**src/rtl/fir_coef_pkg.sv**
```systemverilog
`default_nettype none
// ============================================================================
// Module      : fir_coef_pkg
// Description : Shared constants, coefficient half-table and FSM states for
//               the 37-tap symmetric FIR family.
// Revision    : 1.0 - initial release
// ============================================================================
package fir_coef_pkg;

    localparam int WL         = 14;
    localparam int MAC_WL     = 20;
    localparam int TAP_NUM    = 37;
    localparam int FOLD_LEN   = 19;
    localparam int COEF_SHIFT = 13;
    localparam int ACC_WL     = 34;

    // h[0..18]; h[k] = h[36-k] supplies the upper half.
    localparam logic signed [WL-1:0] H_HALF [0:FOLD_LEN-1] = '{
        -14'sd19,   -14'sd68,   14'sd0,     14'sd120,   14'sd60,
        -14'sd166,  -14'sd176,  14'sd169,   14'sd344,   -14'sd89,
        -14'sd557,  -14'sd134,  14'sd781,   14'sd592,   -14'sd982,
        -14'sd1588, 14'sd1120,  14'sd5819,  14'sd8191
    };

    typedef enum logic [2:0] {
        ST_IDLE = 3'd0,
        ST_MAC0 = 3'd1,
        ST_OUT0 = 3'd2,
        ST_MAC1 = 3'd3,
        ST_OUT1 = 3'd4
    } fsm_state_t;

endpackage : fir_coef_pkg
`default_nettype wire

```
**src/rtl/fir_interp2_serial_if.sv**
```systemverilog
`default_nettype none
// ============================================================================
// Module      : fir_interp2_serial_if
// Description : Input/output valid-ready streams of the 2x interpolating FIR.
// Revision    : 1.0 - initial release
// ============================================================================
interface fir_interp2_serial_if
    import fir_coef_pkg::*;
#(
    parameter int DATA_WL = WL,
    parameter int OUT_WL  = MAC_WL
);
    logic                      in_valid;
    logic                      in_ready;
    logic signed [DATA_WL-1:0] data_in;
    logic                      out_valid;
    logic                      out_ready;
    logic signed [OUT_WL-1:0]  data_out;
    logic                      out_phase;

    modport master (
        output in_valid, data_in, out_ready,
        input  in_ready, out_valid, data_out, out_phase
    );

    modport slave (
        input  in_valid, data_in, out_ready,
        output in_ready, out_valid, data_out, out_phase
    );
endinterface : fir_interp2_serial_if
`default_nettype wire

```
**src/rtl/fir_coef_rom.sv**
```systemverilog
`default_nettype none
// ============================================================================
// Module      : fir_coef_rom
// Description : Combinational tap index (0..36) to coefficient lookup.
// Revision    : 1.0 - initial release
// ============================================================================
module fir_coef_rom
    import fir_coef_pkg::*;
(
    input  wire logic        [5:0]    i_tap,
    output      logic signed [WL-1:0] o_coef
);
    logic [5:0] w_idx;

    always_comb begin
        w_idx  = (i_tap <= 6'(FOLD_LEN-1)) ? i_tap : (6'(TAP_NUM-1) - i_tap);
        o_coef = '0;
        if (w_idx < 6'(FOLD_LEN)) begin
            o_coef = H_HALF[w_idx[4:0]];
        end
    end
endmodule : fir_coef_rom
`default_nettype wire

```
**src/rtl/fir_interp2_serial.sv**
```systemverilog
`default_nettype none
// ============================================================================
// Module      : fir_interp2_serial
// Description : 2x polyphase interpolating FIR, 37 taps, one shared MAC.
// Revision    : 1.0 - initial release
// ============================================================================
module fir_interp2_serial
    import fir_coef_pkg::*;
#(
    parameter int ACC_WL_P = ACC_WL
)
(
    input  wire logic          clk,
    input  wire logic          rst_n,
    fir_interp2_serial_if.slave bus
);
    fsm_state_t                  r_state;
    fsm_state_t                  w_state_nxt;
    logic signed [WL-1:0]        r_dly [0:FOLD_LEN-1];
    logic signed [ACC_WL_P-1:0]  r_acc;
    logic        [4:0]           r_m;
    logic                        r_out_valid;
    logic signed [MAC_WL-1:0]    r_data_out;
    logic                        r_out_phase;

    logic                        w_in_hs;
    logic                        w_out_hs;
    logic                        w_last;
    logic        [5:0]           w_tap;
    logic signed [WL-1:0]        w_coef;
    logic signed [WL-1:0]        w_x;
    logic signed [2*WL-1:0]      w_prod;
    logic signed [ACC_WL_P-1:0]  w_sum;

    assign bus.in_ready  = (r_state == ST_IDLE);
    assign bus.out_valid = r_out_valid;
    assign bus.data_out  = r_data_out;
    assign bus.out_phase = r_out_phase;

    assign w_in_hs  = bus.in_valid & (r_state == ST_IDLE);
    assign w_out_hs = r_out_valid & bus.out_ready;
    assign w_last   = ((r_state == ST_MAC0) && (r_m == 5'(FOLD_LEN-1))) ||
                      ((r_state == ST_MAC1) && (r_m == 5'(FOLD_LEN-2)));

    // Even branch uses taps 2m, odd branch taps 2m+1, both against x[n-m].
    assign w_tap  = {r_m, (r_state == ST_MAC1)};
    assign w_x    = r_dly[r_m];
    assign w_prod = w_coef * w_x;
    assign w_sum  = r_acc + {{(ACC_WL_P-2*WL){w_prod[2*WL-1]}}, w_prod};

    fir_coef_rom u_rom (
        .i_tap  (w_tap),
        .o_coef (w_coef)
    );

    always_ff @(posedge clk or negedge rst_n) begin
        if (!rst_n) begin
            r_state <= ST_IDLE;
        end else begin
            r_state <= w_state_nxt;
        end
    end

    always_comb begin
        w_state_nxt = r_state;
        case (r_state)
            ST_IDLE: if (w_in_hs)  w_state_nxt = ST_MAC0;
            ST_MAC0: if (w_last)   w_state_nxt = ST_OUT0;
            ST_OUT0: if (w_out_hs) w_state_nxt = ST_MAC1;
            ST_MAC1: if (w_last)   w_state_nxt = ST_OUT1;
            ST_OUT1: if (w_out_hs) w_state_nxt = ST_IDLE;
            default:               w_state_nxt = ST_IDLE;
        endcase
    end

    always_ff @(posedge clk or negedge rst_n) begin
        if (!rst_n) begin
            for (int i = 0; i < FOLD_LEN; i++) begin
                r_dly[i] <= '0;
            end
            r_acc       <= '0;
            r_m         <= '0;
            r_out_valid <= 1'b0;
            r_data_out  <= '0;
            r_out_phase <= 1'b0;
        end else begin
            case (r_state)
                ST_IDLE: begin
                    if (w_in_hs) begin
                        r_dly[0] <= bus.data_in;
                        for (int i = 1; i < FOLD_LEN; i++) begin
                            r_dly[i] <= r_dly[i-1];
                        end
                        r_acc <= '0;
                        r_m   <= '0;
                    end
                end
                ST_MAC0, ST_MAC1: begin
                    r_acc <= w_sum;
                    if (w_last) begin
                        // Floor shift by COEF_SHIFT then truncate to MAC_WL.
                        r_data_out  <= w_sum[COEF_SHIFT +: MAC_WL];
                        r_out_phase <= (r_state == ST_MAC1);
                        r_out_valid <= 1'b1;
                    end else begin
                        r_m <= r_m + 5'd1;
                    end
                end
                ST_OUT0: begin
                    if (w_out_hs) begin
                        r_out_valid <= 1'b0;
                        r_acc       <= '0;
                        r_m         <= '0;
                    end
                end
                ST_OUT1: begin
                    if (w_out_hs) begin
                        r_out_valid <= 1'b0;
                    end
                end
                default: ;
            endcase
        end
    end
endmodule : fir_interp2_serial
`default_nettype wire

```
**src/flat_wrapper.sv**
```systemverilog
// flat-port wrapper written by rule: the top's interface ports become plain ports
module fir_interp2_serial_flat import fir_coef_pkg::*;
#(
    parameter int ACC_WL_P = ACC_WL
)
  (clk, rst_n, bus_in_valid, bus_data_in, bus_out_ready, bus_in_ready, bus_out_valid, bus_data_out, bus_out_phase);
  fir_interp2_serial_if bus_i ();
  input  wire logic clk;
  input  wire logic rst_n;
  input wire logic [$bits(bus_i.in_valid)-1:0] bus_in_valid;
  input wire logic [$bits(bus_i.data_in)-1:0] bus_data_in;
  input wire logic [$bits(bus_i.out_ready)-1:0] bus_out_ready;
  output wire logic [$bits(bus_i.in_ready)-1:0] bus_in_ready;
  output wire logic [$bits(bus_i.out_valid)-1:0] bus_out_valid;
  output wire logic [$bits(bus_i.data_out)-1:0] bus_data_out;
  output wire logic [$bits(bus_i.out_phase)-1:0] bus_out_phase;
  assign bus_i.in_valid = bus_in_valid;
  assign bus_i.data_in = bus_data_in;
  assign bus_i.out_ready = bus_out_ready;
  assign bus_in_ready = bus_i.in_ready;
  assign bus_out_valid = bus_i.out_valid;
  assign bus_data_out = bus_i.data_out;
  assign bus_out_phase = bus_i.out_phase;
  fir_interp2_serial #(.ACC_WL_P(ACC_WL_P)) u_core (.clk(clk), .rst_n(rst_n), .bus(bus_i));
endmodule
```
**config.mk**
```make
export PLATFORM = sky130hd
export DESIGN_NAME = fir_interp2_serial_flat
export DESIGN_NICKNAME = d
export VERILOG_FILES = /design/src/rtl/fir_coef_pkg.sv /design/src/rtl/fir_interp2_serial_if.sv /design/src/rtl/fir_coef_rom.sv /design/src/rtl/fir_interp2_serial.sv /design/src/flat_wrapper.sv
export SDC_FILE = /design/constraint.sdc
export NUM_CORES = 1
export LEC_CHECK = 0
export CAP_MARGIN = 20
export CORE_ASPECT_RATIO = 0.6
export CORE_MARGIN = 3
export CORE_UTILIZATION = 58
export CTS_CLUSTER_SIZE = 20
export DETAILED_ROUTE_END_ITERATION = 12
export GPL_TIMING_DRIVEN = 0
export HOLD_SLACK_MARGIN = 0.08
export PLACE_DENSITY = 0.78
export REMOVE_ABC_BUFFERS = 1
export SYNTH_ARGS = -nofsm -noshare
export SYNTH_HDL_FRONTEND = slang
export SYNTH_SLANG_ARGS = --single-unit
export TNS_END_PERCENT = 5
```
**constraint.sdc**
```tcl
create_clock -name clk -period 10.8 [get_ports clk]
set_clock_uncertainty 0.2 [all_clocks]
set_input_delay 1.62 -clock clk [delete_from_list [all_inputs] [get_ports clk]]
set_output_delay 1.62 -clock clk [all_outputs]
set_load 0.01 [all_outputs]
```
Yosys cells after proc, flatten, opt, wreduce, memory -nomap -nowiden
Memory sizes are Yosys's and may differ from the RTL's.
Index checks and enable logic that the tools add are counted.
Word-level totals
  flip-flop bits (word level): 330
  memory bits (read-only): 448
  input bits: 18
  output and inout port bits: 23
  logic and storage cells: 89
  memories: 1
Memory list
  (no name shown): depth 32, bits a word 14, read ports 1, clocked after Yosys merged registers in 0, write ports 0, RTL line fir_coef_rom.sv:19  | o_coef = H_HALF[w_idx[4:0]];
Cells by class
  add/sub/neg operators: 3
  multiply operators: 1
  $lt $le $gt $ge: 4
  equal/unequal tests: 14
  multiplexer cells: 23
  bitwise operators: 4
  reduce and logical (&&, ||, !) cells: 14
Operator list (number)
  34-bit case mux with 3 select lines: 1
  14-bit binary-select mux with 5-bit select: 1
  14-bit 2-to-1 mux: 5
  34-bit 2-to-1 mux: 2
  34-bit adder: 1
  14-bit by 14-bit multiplier with 28-bit output: 1
  3-bit 2-to-1 mux: 5
  5-bit 2-to-1 mux: 3
  3-bit case mux with 5 select lines: 1
  5-bit case mux with 3 select lines: 1
  2-bit by 1-bit != test with 1-bit output, second input constant: 7
  6-bit greater-or-equal comparator, second input constant: 2
  5-bit inverter with 6-bit output: 2
  5-bit == test, second input constant: 2
  3-bit by 2-bit == test with 1-bit output, second input constant: 2
  6-bit by 5-bit <= comparator with 1-bit output, second input constant: 1
  6-bit by 5-bit less-than comparator with 1-bit output, second input constant: 1
  6-bit 2-to-1 mux: 1
  3-bit AND reduction: 2
  6-bit subtractor, first input constant: 1
  5-bit by 1-bit adder with 5-bit output, second input constant: 1
  5-bit AND reduction: 1
  2-bit AND reduction: 2
  4-bit AND reduction: 1
  12 further kinds: 16

Longest topological paths before layout
Gate-level depths: netlist (run 1).
  depth in word-level cells: 11
  gate-level depth with buffers: 47
  depth with buffers taken out: 43

Cells and area by module
Synthesis (run 1) repeated with hierarchy kept, for this count alone.
Unflattened totals
  cells, all modules: 2086
  area, all modules: 24298.3 um^2
Modules (own cells, without submodules)
  fir_interp2_serial: instances 1, cells an instance 1979, area each 23536.3 um^2, sequential area each 8232.9 um^2
  fir_coef_rom: instances 1, cells an instance 107, area each 762.0 um^2, sequential area each 0.0 um^2

Worst setup path before layout (run 1)
OpenSTA, ideal clock, no wires.
  path kind: register -> register
  start point: register u_core.r_state[2]
  end point: register u_core.r_data_out[19] (netlist: u_core.bus.data_out[19])
  data arrival time: 9.776 ns
  data required time: 10.475 ns
  setup slack: 0.699 ns
  stages on the path, launching flop included: 42
  clock period less this slack: 10.101 ns
  cell sequence: dfrtp_1 -> buf_6 -> nand3b_4 -> ha_1 -> nand2b_2 -> a21boi_4 -> nor2_4 -> mux2_4 -> inv_1 -> ha_1 -> inv_1 -> o32ai_1 -> a222oi_1 -> nor2_1 -> or3_4 -> nand2b_1 -> fa_1 -> fa_1 -> (+6 left out) -> inv_1 -> ha_1 -> a21o_1 -> nand2b_1 -> a2111oi_2 -> nor3_1 -> nor2_1 -> o21bai_1 -> a21oi_1 -> xnor2_1 -> ha_1 -> a21o_1 -> a21o_1 -> a221o_1 -> or2_2 -> a21oi_1 -> xnor3_1 -> mux2_2
On the way
  word-level cells in the longest chain between the ends: 10
Ends and longest elaborated chain
  start, declared: RTL line fir_interp2_serial.sv:17  | fsm_state_t r_state;
  start signal, assigned: RTL line fir_interp2_serial.sv:60  | r_state <= w_state_nxt;
  3-bit by 2-bit == test with 1-bit output: RTL line fir_interp2_serial.sv:43, fir_interp2_serial.sv:46, fir_interp2_serial.sv:87
  6-bit subtractor / 6-bit by 5-bit <= comparator with 1-bit output (equally long branches): RTL line fir_coef_rom.sv:16  | w_idx = (i_tap <= 6'(FOLD_LEN-1)) ? i_tap : (6'(TAP_NUM-1) - i_tap);
  6-bit 2-to-1 mux: RTL line fir_coef_rom.sv:16
  5-bit inverter with 6-bit output (implied by the code): RTL line fir_coef_rom.sv:19
  memory 32 x 14 bit
  14-bit 2-to-1 mux (implied by the code) (2 in series): RTL line fir_coef_rom.sv:19
  14-bit 2-to-1 mux: RTL line fir_coef_rom.sv:18  | if (w_idx < 6'(FOLD_LEN)) begin
  14-bit by 14-bit multiplier with 28-bit output: RTL line fir_interp2_serial.sv:48  | assign w_prod = w_coef * w_x;
  34-bit adder: RTL line fir_interp2_serial.sv:49  | assign w_sum = r_acc + {{(ACC_WL_P-2*WL){w_prod[2*WL-1]}}, w_prod};
  end signal, assigned: RTL line fir_interp2_serial.sv:102  | r_data_out <= w_sum[COEF_SHIFT +: MAC_WL];
  end, declared: RTL line fir_interp2_serial.sv:23  | logic signed [MAC_WL-1:0] r_data_out;
Parallel ways exist; a longest one is shown, timed or not. The select of a mux whose other input is x is not followed.
A chain may end at the register's enable or synchronous reset.

Worst setup path in the final report (run 1)
  start point: register u_core.r_state[2]
  end point: register u_core.r_acc[32]
On the way
  word-level cells in the longest chain between the ends: 11
Ends and longest elaborated chain
  3-bit by 2-bit == test with 1-bit output: RTL line fir_interp2_serial.sv:46, fir_interp2_serial.sv:87
  6-bit subtractor / 6-bit by 5-bit <= comparator with 1-bit output (equally long branches): RTL line fir_coef_rom.sv:16
  6-bit 2-to-1 mux: RTL line fir_coef_rom.sv:16
  5-bit inverter with 6-bit output (implied by the code): RTL line fir_coef_rom.sv:19
  memory 32 x 14 bit
  14-bit 2-to-1 mux (implied by the code) (2 in series): RTL line fir_coef_rom.sv:19
  14-bit 2-to-1 mux: RTL line fir_coef_rom.sv:18
  14-bit by 14-bit multiplier with 28-bit output: RTL line fir_interp2_serial.sv:48
  34-bit adder: RTL line fir_interp2_serial.sv:49
  34-bit case mux with 3 select lines: RTL line fir_interp2_serial.sv:87  | case (r_state)
  end signal, assigned: RTL line fir_interp2_serial.sv:99  | r_acc <= w_sum;
  end, declared: RTL line fir_interp2_serial.sv:20  | logic signed [ACC_WL_P-1:0] r_acc;
Parallel ways exist; a longest one is shown, timed or not. The select of a mux whose other input is x is not followed.

==> impl_metrics.env, run 1 <==
export IMPL_status="complete, no violations"
export IMPL_slowest_stage="mux4_1"
export IMPL_final_nets=2582
export IMPL_relSlewSlack_pct=27.8
export IMPL_crit_path_max_fanout=11
export IMPL_power_per_cell_area_nw_per_um2=86.7
export IMPL_htree_levels=1
export IMPL_ys_async_sr_fraction_pct=100
export IMPL_grt_pass1_wl_um=90400
export IMPL_grtUsageTotal_pct=24.8
export IMPL_period_share_pct=98.0
export IMPL_clk_latency_ns=0.60
export IMPL_gp_congestion=0.905
export IMPL_crit_path_end_kind="register"
export IMPL_dpl_instance_area_um2=25500
export IMPL_final_layout_size_suffix_gt1_share_pct=25.6
export IMPL_num_antenna_cells=0
export IMPL_worstHoldStart="u_core.bus.data_out[5]"
export IMPL_final_setup_viol_count=0
export IMPL_setup_ws_ns=0.212
export IMPL_hp_class="register to register"
export IMPL_fmax_mhz=94.4
export IMPL_critical_path_class="register to register"
export IMPL_final_common_cell="dfrtp_1"
export IMPL_p_leak_nw=13.7
export IMPL_gr_total_overflow=0
export IMPL_hold_buffers=0
export IMPL_dieArea_um2=45000
export IMPL_cts_root_buf="clkbuf_16"
export IMPL_port_buffers=40
export IMPL_via_count=16950
export IMPL_clock_path_buffers=3
export IMPL_vdd_ir_drop_max_mv=0.149
export IMPL_fin_area_um2=27500
export IMPL_worst_endpoint_arrival_ns=10.88
export IMPL_die_h_um=165
export IMPL_dp_worst_setup_slack_ns=-1.22
export IMPL_worst_pin_slew_ns=1.08
export IMPL_syn_mean_instance_area_um2=11.1
export IMPL_ys_ff_latch=329
export IMPL_initial_utilization_pct=59.7
export IMPL_r2r_end="u_core.r_acc[32]"
export IMPL_n_fill_cell=2937
export IMPL_finalHoldViolCount=0
export IMPL_coreArea_um2=41200
export IMPL_core_rowCount=57
export IMPL_r2r_slack_ns=0.21
export IMPL_grt_pass1_vias=17282
export IMPL_final_max_slew_viol_count=0
export IMPL_totalWireLength_um=55200
export IMPL_routedWlPerCell_um=19.4
export IMPL_antenna_left=0
export IMPL_reg2reg_from="u_core.r_state[2]"
export IMPL_synth_ff_type="dfrtp_1"
export IMPL_crit_top_cell="fa_1"
export IMPL_most_common_layout_cells="dfrtp_1 (321), mux2_2 (282), inv_1 (262)"
export IMPL_route_detailed_drc=0
export IMPL_yosys_warnings=0
export IMPL_slowest_delay_ns=0.55
export IMPL_final_util_pct=66.8
export IMPL_layout_min_cycle_time_ns=10.59
export IMPL_cts_buffers=31
export IMPL_die_x_um=272
export IMPL_whs_path_depth=2
export IMPL_firstDrtPassIters=5
export IMPL_synth_area_um2=24600
export IMPL_tritoncts="yes"
export IMPL_grt_max_degree=127
export IMPL_dp_hpwl_um=37800
export IMPL_cts_sinks=329
export IMPL_ff2ff_path_depth=37
export IMPL_synth_edf_count=0
export IMPL_cp_start_kind="register"
export IMPL_syn_inst=2220
export IMPL_min_to="u_core.bus.data_out[5]"
export IMPL_ys_seq_area_share_pct=33.5
export IMPL_dr_first_iter_drc_count=1530
export IMPL_cts_clk_slew_worst_paths_ns=0.07
export IMPL_drv_cap=0
export IMPL_grt_antenna_before_repair=0
export IMPL_viasPerCell=5.97
export IMPL_worstPathRequired_ns=11.09
export IMPL_area_growth_pct=11.9
export IMPL_synth_distinct_cells=89
export IMPL_rsz0062_at_grt="yes"
export IMPL_ios=41
## layout make-up
type	count	area (µm²)	area share [%]
Timing Repair inverter	1	5.00	0.0182
Multi-Input combinational cell	1516	15300	55.7
Tap cell	560	701	2.55
Inverter	267	1010	3.69
Timing Repair Buffer	108	1180	4.28
Sequential cell	329	8250	30.0
Clock inverter	15	146	0.532
Clock buffer	41	883	3.21
## critical path: cells and delay by family, from the launching register on
family / cells / cell delay, ns
adder cells (fa/ha/maj): 10 / 4.21
AND/OR/NAND/NOR: 10 / 2.20
AO/OA/AOI/OAI: 11 / 2.20
multiplexers: 2 / 0.85
flip-flops: 1 / 0.46
XOR/XNOR: 1 / 0.18
buffers and inverters: 3 / 0.14
## Yosys cell counts (all sizes together), types with 12 or more instances
library cell,number,area (µm²)
a21o,33,248
a21oi,85,440
a22o,18,158
and2,16,100
buf,33,189
clkbuf,75,283
dfrtp,329,8230
fa,197,3940
ha,113,1410
inv,267,1000
mux2,283,3190
mux2i,33,330
mux4,50,1130
nand2,147,552
nand2b,38,240
nand3,21,105
nor2,162,626
nor2b,14,87.6
nor3,12,65.1
o21a,13,98.9
o21ai,67,354
or2,20,125
xnor2,42,402
xor2,18,158
## sequential cells by signal, summed over array words and instances (netlist names)
register              flops
u_core.bus.data_out      20
u_core.bus.out_phase      1
u_core.bus.out_valid      1
u_core.r_acc             33
u_core.r_dly            266
u_core.r_m                5
u_core.r_state            3
## report_power, final
group,switching [mW],internal [mW]
Clock,0.497,0.623
Combinational,0.0245,0.00767
Sequential,0,1.23
Total,0.522,1.86
## worst max-delay path by stage
stage                                  from                 endpoint  slack, ns  cells after the start
after floorplan               u_core.r_m[0]  u_core.bus.data_out[19]      -1.83                     38
after global placement                rst_n        u_core.r_dly[227]      -5.92                      1
after detailed placement      u_core.r_m[2]  u_core.bus.data_out[19]      -1.22                     33
after CTS                     u_core.r_m[0]  u_core.bus.data_out[19]      0.008                     41
after global routing      u_core.r_state[2]         u_core.r_acc[32]      -0.16                     42
final                     u_core.r_state[2]         u_core.r_acc[32]       0.21                     37
## metal layers
metal | global-route usage [%] | vias up | share of wire [%]
li1 | - | 7567 | -
met1 | 37.3 | 8761 | 45
met2 | 37.6 | 557 | 45
met3 | 4.98 | 65 | 7.9
met4 | 5.07 | 0 | 1.7
met5 | 0 | - | 0
## stage by stage
stage / setup TNS, ns / hold WS [ns] / total power [mW] / instances
after floorplan: -40.62 / 0.254 / 1.26 / 2112
after global placement: -2254.62 / 0.261 / 1.29 / 2712
after detailed placement: -19.72 / 0.263 / 1.29 / 2726
after CTS: 0 / 0.281 / 2.41 / 2804
after global routing: -1.03 / 0.304 / 2.46 / 2837
final: 0 / 0.274 / 2.38 / 2837
## kinds of logic after synthesis
group                      after synthesis  share of synthesized area (%)
muxes                                  366                           18.9
adders and majority gates              310                           21.8
and+or+nand+nor                        461                           8.68
xor gates and xnor gates                61                           2.37
buffers and inverters                  375                           6.00
AOI/OAI and AO/OA                      318                           8.73
DFF                                    329                           33.5
## what timing repair did
| item | CTS | global route |
|---|---|---|
| gates cloned | 2 | 1 |
| pin swaps | 9 | 38 |
| gates resized for setup | 39 | 63 |
| buffers inserted | 20 | 31 |
| endpoints found under the setup margin | 34 | 26 |
Note: power is estimated with default switching activity, not from simulation.
==> inputs of run 2 (changes only) <==
Settings changed: CORE_UTILIZATION 58 to 60, DONT_BUFFER_PORTS from default to 1, PLACE_DENSITY 0.78 to 0.76.
Clock period 10.8 ns to 11.45 ns, I/O delays scaled along.
==> run 2 against run 1 <==
  * Total power down 0.78%
  * Flip-flop and latch count did not move
  * Via count fell by 2.4%
  * Critical endpoint unchanged
  * Largest cell class unchanged
==> impl_metrics.env, run 2 (synthesized netlist as in run 1, its figures left out) <==
export IMPL_initial_utilization_pct=61.9
export IMPL_routedWlPerCell_um=19.7
export IMPL_layout_min_cycle_time_ns=11.13
export IMPL_critical_path_class="register to register"
export IMPL_stdcell_count=2736
export IMPL_use_met1_pct=38.3
export IMPL_grt_pass1_wl_um=89500
export IMPL_top_usage_layer="met1"
export IMPL_ios=41
export IMPL_core_rowCount=56
export IMPL_final_nets=2517
export IMPL_htree_levels=2
export IMPL_met2_usage_pct=38.2
export IMPL_post_place_cells=2644
export IMPL_firstDrtPassIters=7
export IMPL_cp_start_kind="register"
export IMPL_drv_cap=0
export IMPL_area_growth_pct=8.57
export IMPL_num_antenna_cells=0
export IMPL_registers_top_by_ff_count="u_core.r_dly"
export IMPL_final_max_slew_viol_count=0
export IMPL_vdd_ir_drop_max_mv=0.111
export IMPL_dp_worst_setup_slack_ns=-0.938
export IMPL_r2r_slack_ns=0.32
export IMPL_period_share_pct=97.2
export IMPL_ff2ff_path_depth=41
export IMPL_fmax_mhz=89.9
export IMPL_crit_path_end_kind="register"
export IMPL_gr_total_overflow=0
export IMPL_port_buffers=0
export IMPL_grt_pass1_vias=17249
export IMPL_grt_antenna_before_repair=1
export IMPL_cts_buffers=34
export IMPL_cts_sinks=329
export IMPL_via_count=16535
export IMPL_worstHoldStart="u_core.r_state[2]"
export IMPL_clk_latency_ns=0.54
export IMPL_slowest_delay_ns=0.58
export IMPL_die_x_um=267
export IMPL_grtUsageTotal_pct=25.6
export IMPL_coreArea_um2=39700
export IMPL_power_mw=2.37
export IMPL_antenna_left=0
export IMPL_cts_root_buf="clkbuf_16"
export IMPL_status="complete, no violations"
export IMPL_dieArea_um2=43500
export IMPL_crit_top_cell="fa_1"
export IMPL_final_setup_viol_count=0
export IMPL_crit_path_max_fanout=11
export IMPL_grt_max_degree=330
export IMPL_setup_ws_ns=0.321
export IMPL_power_per_cell_area_nw_per_um2=88.7
export IMPL_final_layout_size_suffix_gt1_share_pct=23.0
export IMPL_totalWireLength_um=53900
export IMPL_most_common_layout_cells="dfrtp_1 (322), mux2_2 (282), inv_1 (263)"
export IMPL_dpl_instance_area_um2=25000
export IMPL_hp_class="register to register"
export IMPL_worst_pin_slew_ns=1.26
export IMPL_route_detailed_drc=0
export IMPL_cts_clk_slew_worst_paths_ns=0.06
export IMPL_viasPerCell=6.04
export IMPL_p_leak_nw=13.5
export IMPL_worst_endpoint_arrival_ns=11.37
export IMPL_tritoncts="yes"
export IMPL_die_h_um=163
export IMPL_final_common_cell="dfrtp_1"
export IMPL_gp_congestion=0.916
export IMPL_finalHoldViolCount=0
export IMPL_fin_area_um2=26700
export IMPL_relSlewSlack_pct=16.3
export IMPL_dp_hpwl_um=37600
export IMPL_worstPathRequired_ns=11.70
export IMPL_largest_register_ffs=266
export IMPL_min_to="u_core.r_state[1]"
export IMPL_clock_path_buffers=3
export IMPL_hold_buffers=0
export IMPL_reg2reg_from="u_core.r_state[1]"
export IMPL_whs_path_depth=1
export IMPL_use_met3_pct=5.93
export IMPL_slowest_stage="fa_1"
export IMPL_dr_first_iter_drc_count=1374
export IMPL_r2r_end="u_core.r_acc[32]"
-- run 2: timing repair --
action / in CTS / in global routing
setup buffers: 3 / 22
resized for setup: 16 / 26
endpoints found under the setup margin: 20 / 27
cloned: 1 / 1
pin swaps: 2 / 5
-- run 2: final cells by class --
cell class / count / area (µm²)
clock inverters: 15 / 236
repair buffers: 39 / 468
fillers: 2933 / 13000
well taps: 522 / 653
repair inverters: 1 / 5.00
flip-flops and latches: 329 / 8250
multi-input cells: 1517 / 15100
clock buffers: 46 / 977
inverters: 267 / 1010
-- run 2: worst max-delay path by stage --
stage          depth (start not counted)                      end              start  slack, ns
2_1_floorplan                         38  u_core.bus.data_out[19]      u_core.r_m[0]      -1.18
3_3_place_gp                          34  u_core.bus.data_out[19]      u_core.r_m[0]      -4.33
3_5_place_dp                          39  u_core.bus.data_out[19]  u_core.r_state[0]      -0.94
4_1_cts                               43  u_core.bus.data_out[19]  u_core.r_state[2]      0.009
5_1_grt                               41         u_core.r_acc[32]  u_core.r_state[1]      -0.04
6_report                              41         u_core.r_acc[32]  u_core.r_state[1]       0.32
-- run 2: power by group --
group / switching, mW / internal (mW) / total, mW / leakage (nW)
combinational: 0.000188 / 0.000126 / 0.000323 / 8.37
sequential: 0 / 1.16 / 1.16 / 4.50
clock: 0.484 / 0.719 / 1.20 / 0.599
total: 0.484 / 1.88 / 2.37 / 13.5
-- run 2: per-layer routing --
metal	up-vias	part of all wire [%]
li1	7468	-
met1	8551	47
met2	453	44
met3	63	7.4
met4	0	1.7
met5	-	0
-- run 2: critical path, delay by kind of cell (launching register included) --
kind,cells,cell delay [ns]
compound gates,12,2.63
xor+xnor,1,0.10
fa+ha+maj,10,4.33
buf+inv,7,0.71
flops,1,0.51
mux,1,0.38
simple gates,10,2.19
-- run 2: per-stage QoR --
stage | utilization, % | setup TNS, ns | hold slack (ns)
2_1_floorplan | - | -16.54 | 0.254
3_3_place_gp | 62.3 | -144.94 | 0.268
3_5_place_dp | 62.9 | -8.70 | 0.282
4_1_cts | 66.3 | 0 | 0.297
5_1_grt | 67.2 | -0.0589 | 0.310
6_report | 67.2 | 0 | 0.284
==> inputs of run 3 (changes only) <==
Settings changed: GPL_ROUTABILITY_DRIVEN from default to 0, PLACE_DENSITY 0.76 to default, PLACE_DENSITY_LB_ADDON from default to 0.3, SETUP_SLACK_MARGIN from default to 0.5.
==> run 3 against run 2 <==
  * Worst hold slack better by 0.0099 ns
  * Clock power fell by 11%
  * Via count rose by 1.4%
  * Final area grew 0.77%
  * Largest cell class unchanged
  * Total power shrank 5.6%
  * Largest power group is now sequential cells
  * Flip-flop and latch count unchanged
  * Fmax grew 3.8%
  * Critical endpoint is now u_core.bus.data_out[19]
==> impl_metrics.env, run 3 (synthesized netlist as in run 1, its figures left out) <==
export IMPL_coreArea_um2=39700
export IMPL_registers_top_by_ff_count="u_core.r_dly"
export IMPL_use_met3_pct=5.38
export IMPL_critical_path_class="register to register"
export IMPL_power_frac_seq_pct=52.0
export IMPL_grtUsageTotal_pct=25.4
export IMPL_final_setup_viol_count=0
export IMPL_gr_total_overflow=0
export IMPL_period_share_pct=93.6
export IMPL_crit_path_max_fanout=9
export IMPL_clkPwrFrac_pct=48.0
export IMPL_combPwrFrac_pct=0
export IMPL_fin_tns_setup_ns=0
export IMPL_worstPathRequired_ns=11.70
export IMPL_totalWireLength_um=54100
export IMPL_finalHoldViolCount=0
export IMPL_num_antenna_cells=0
export IMPL_area_growth_pct=9.41
export IMPL_core_rowCount=56
export IMPL_die_h_um=163
export IMPL_fmax_mhz=93.3
export IMPL_grt_pass1_vias=17088
export IMPL_use_met1_pct=38.4
export IMPL_crit_top_cell="fa_1"
export IMPL_slowest_delay_ns=0.55
export IMPL_rsz0062_at_grt="yes"
export IMPL_relSlewSlack_pct=28.3
export IMPL_worst_pin_slew_ns=1.07
export IMPL_dr_first_iter_drc_count=1349
export IMPL_post_place_cells=2644
export IMPL_n_fill_cell=2907
export IMPL_grt_antenna_before_repair=0
export IMPL_vdd_ir_drop_max_mv=0.110
export IMPL_cts_sinks=329
export IMPL_grt_pass1_wl_um=89200
export IMPL_cts_clk_slew_worst_paths_ns=0.08
export IMPL_via_count=16765
export IMPL_stdcell_count=2752
export IMPL_final_util_pct=67.7
export IMPL_final_common_cell="dfrtp_1"
export IMPL_die_x_um=267
export IMPL_cp_start_kind="register"
export IMPL_route_detailed_drc=0
export IMPL_met2_usage_pct=38.1
export IMPL_hp_class="register to register"
export IMPL_p_leak_nw=13.5
export IMPL_antenna_left=0
export IMPL_top_usage_layer="met1"
export IMPL_drv_cap=0
export IMPL_routedWlPerCell_um=19.7
export IMPL_dpl_instance_area_um2=25000
export IMPL_power_mw=2.23
export IMPL_status="complete, no violations"
export IMPL_most_common_layout_cells="dfrtp_1 (321), mux2_2 (282), inv_1 (260)"
export IMPL_slowest_stage="fa_1"
export IMPL_power_per_cell_area_nw_per_um2=83.1
export IMPL_htree_levels=1
export IMPL_cts_buffers=30
export IMPL_worst_endpoint_arrival_ns=10.98
export IMPL_internal_power_mw=1.77
export IMPL_initial_utilization_pct=61.9
export IMPL_tritoncts="yes"
export IMPL_layout_min_cycle_time_ns=10.72
export IMPL_cts_root_buf="clkbuf_16"
export IMPL_dieArea_um2=43500
export IMPL_final_max_slew_viol_count=0
export IMPL_clk_latency_ns=0.59
export IMPL_power_switching_uw=465
export IMPL_clock_path_buffers=3
export IMPL_port_buffers=0
export IMPL_grt_max_degree=330
export IMPL_final_layout_size_suffix_gt1_share_pct=24.7
export IMPL_fin_area_um2=26900
export IMPL_final_nets=2536
export IMPL_dp_hpwl_um=36300
export IMPL_viasPerCell=6.09
export IMPL_ios=41
export IMPL_largest_register_ffs=266
export IMPL_swShare_pct=20.8
export IMPL_firstDrtPassIters=5
export IMPL_crit_path_end_kind="register"
run 3: changes by cell type in the layout (fill, tap and decap cells not counted), moves of 4 or more:
| cell | previous run | this run |
|---|---|---|
| ha_1 | 113 | 108 |
| a21oi_1 | 80 | 76 |
| clkbuf_16 | 36 | 32 |
| clkinvlp_4 | 2 | 7 |
| buf_4 | 29 | 49 |
run 3: power groups by stage:
stage	clock network (mW)	registers, mW	logic [mW]
floorplan	0	1.18	0.000201
global placement	0	1.18	0.000211
detailed placement	0	1.18	0.000317
CTS	1.09	1.16	0.000319
global route	1.14	1.16	0.000361
finish	1.07	1.16	0.000320
run 3: layer usage:
metal  vias up  share of wire (%)
met2       523                 44
met5         -                  0
li1       7508                  -
met3        68                7.6
met1      8666                 46
met4         0                1.7
run 3: worst paths after layout:
kind / depth (start not counted) / start / slack (ns) / to
worst max-delay path: 38 / u_core.r_state[2] / 0.73 / u_core.bus.data_out[19]
worst min-delay path: 2 / u_core.r_acc[9] / 0.29 / u_core.r_acc[9]
worst max register to register: 38 / u_core.r_state[2] / 0.73 / u_core.bus.data_out[19]
worst min register to register: 2 / u_core.r_acc[9] / 0.29 / u_core.r_acc[9]
max in group asynchronous: 0 / rst_n / 9.78 / u_core.r_dly[39]
min in group asynchronous: 0 / rst_n / 0.63 / u_core.r_dly[169]
run 3: layout make-up:
type,count,area (µm²),share of cell area [%]
timing repair inverter,1,5.00,0.0186
clock buffer,38,832,3.09
multi-input combinational,1518,15300,56.8
inverter,267,1010,3.77
timing repair buffer,61,641,2.38
clock inverter,16,208,0.772
sequential,329,8250,30.7
tap,522,653,2.43
run 3: worst max-delay path: cells and delay by family (launching register included):
| kind | cells | cell delay, ns |
|---|---|---|
| buffers and inverters | 6 | 0.68 |
| multiplexers | 1 | 0.27 |
| AND/OR/NAND/NOR | 7 | 1.28 |
| XOR/XNOR | 3 | 0.71 |
| AO/OA/AOI/OAI | 12 | 3.05 |
| adder cells (fa/ha/maj) | 9 | 3.91 |
| flip-flops | 1 | 0.46 |
run 3: metrics by stage:
stage / hold WS, ns / worst slack [ns]
4_1_cts: 0.294 / 0.530
2_1_floorplan: 0.254 / -1.18
6_report: 0.294 / 0.727
3_3_place_gp: 0.267 / -4.33
3_5_place_dp: 0.278 / -0.776
5_1_grt: 0.306 / 0.347
run 3: timing repair:
action                                  4_1_cts  5_1_grt
buffers inserted                             15       34
cloned                                        1        2
gates resized for setup                      35       45
endpoints found under the setup margin       34       23
pin swaps                                     8       20
hold buffers                                  0        0
hold endpoints to repair                      0        0
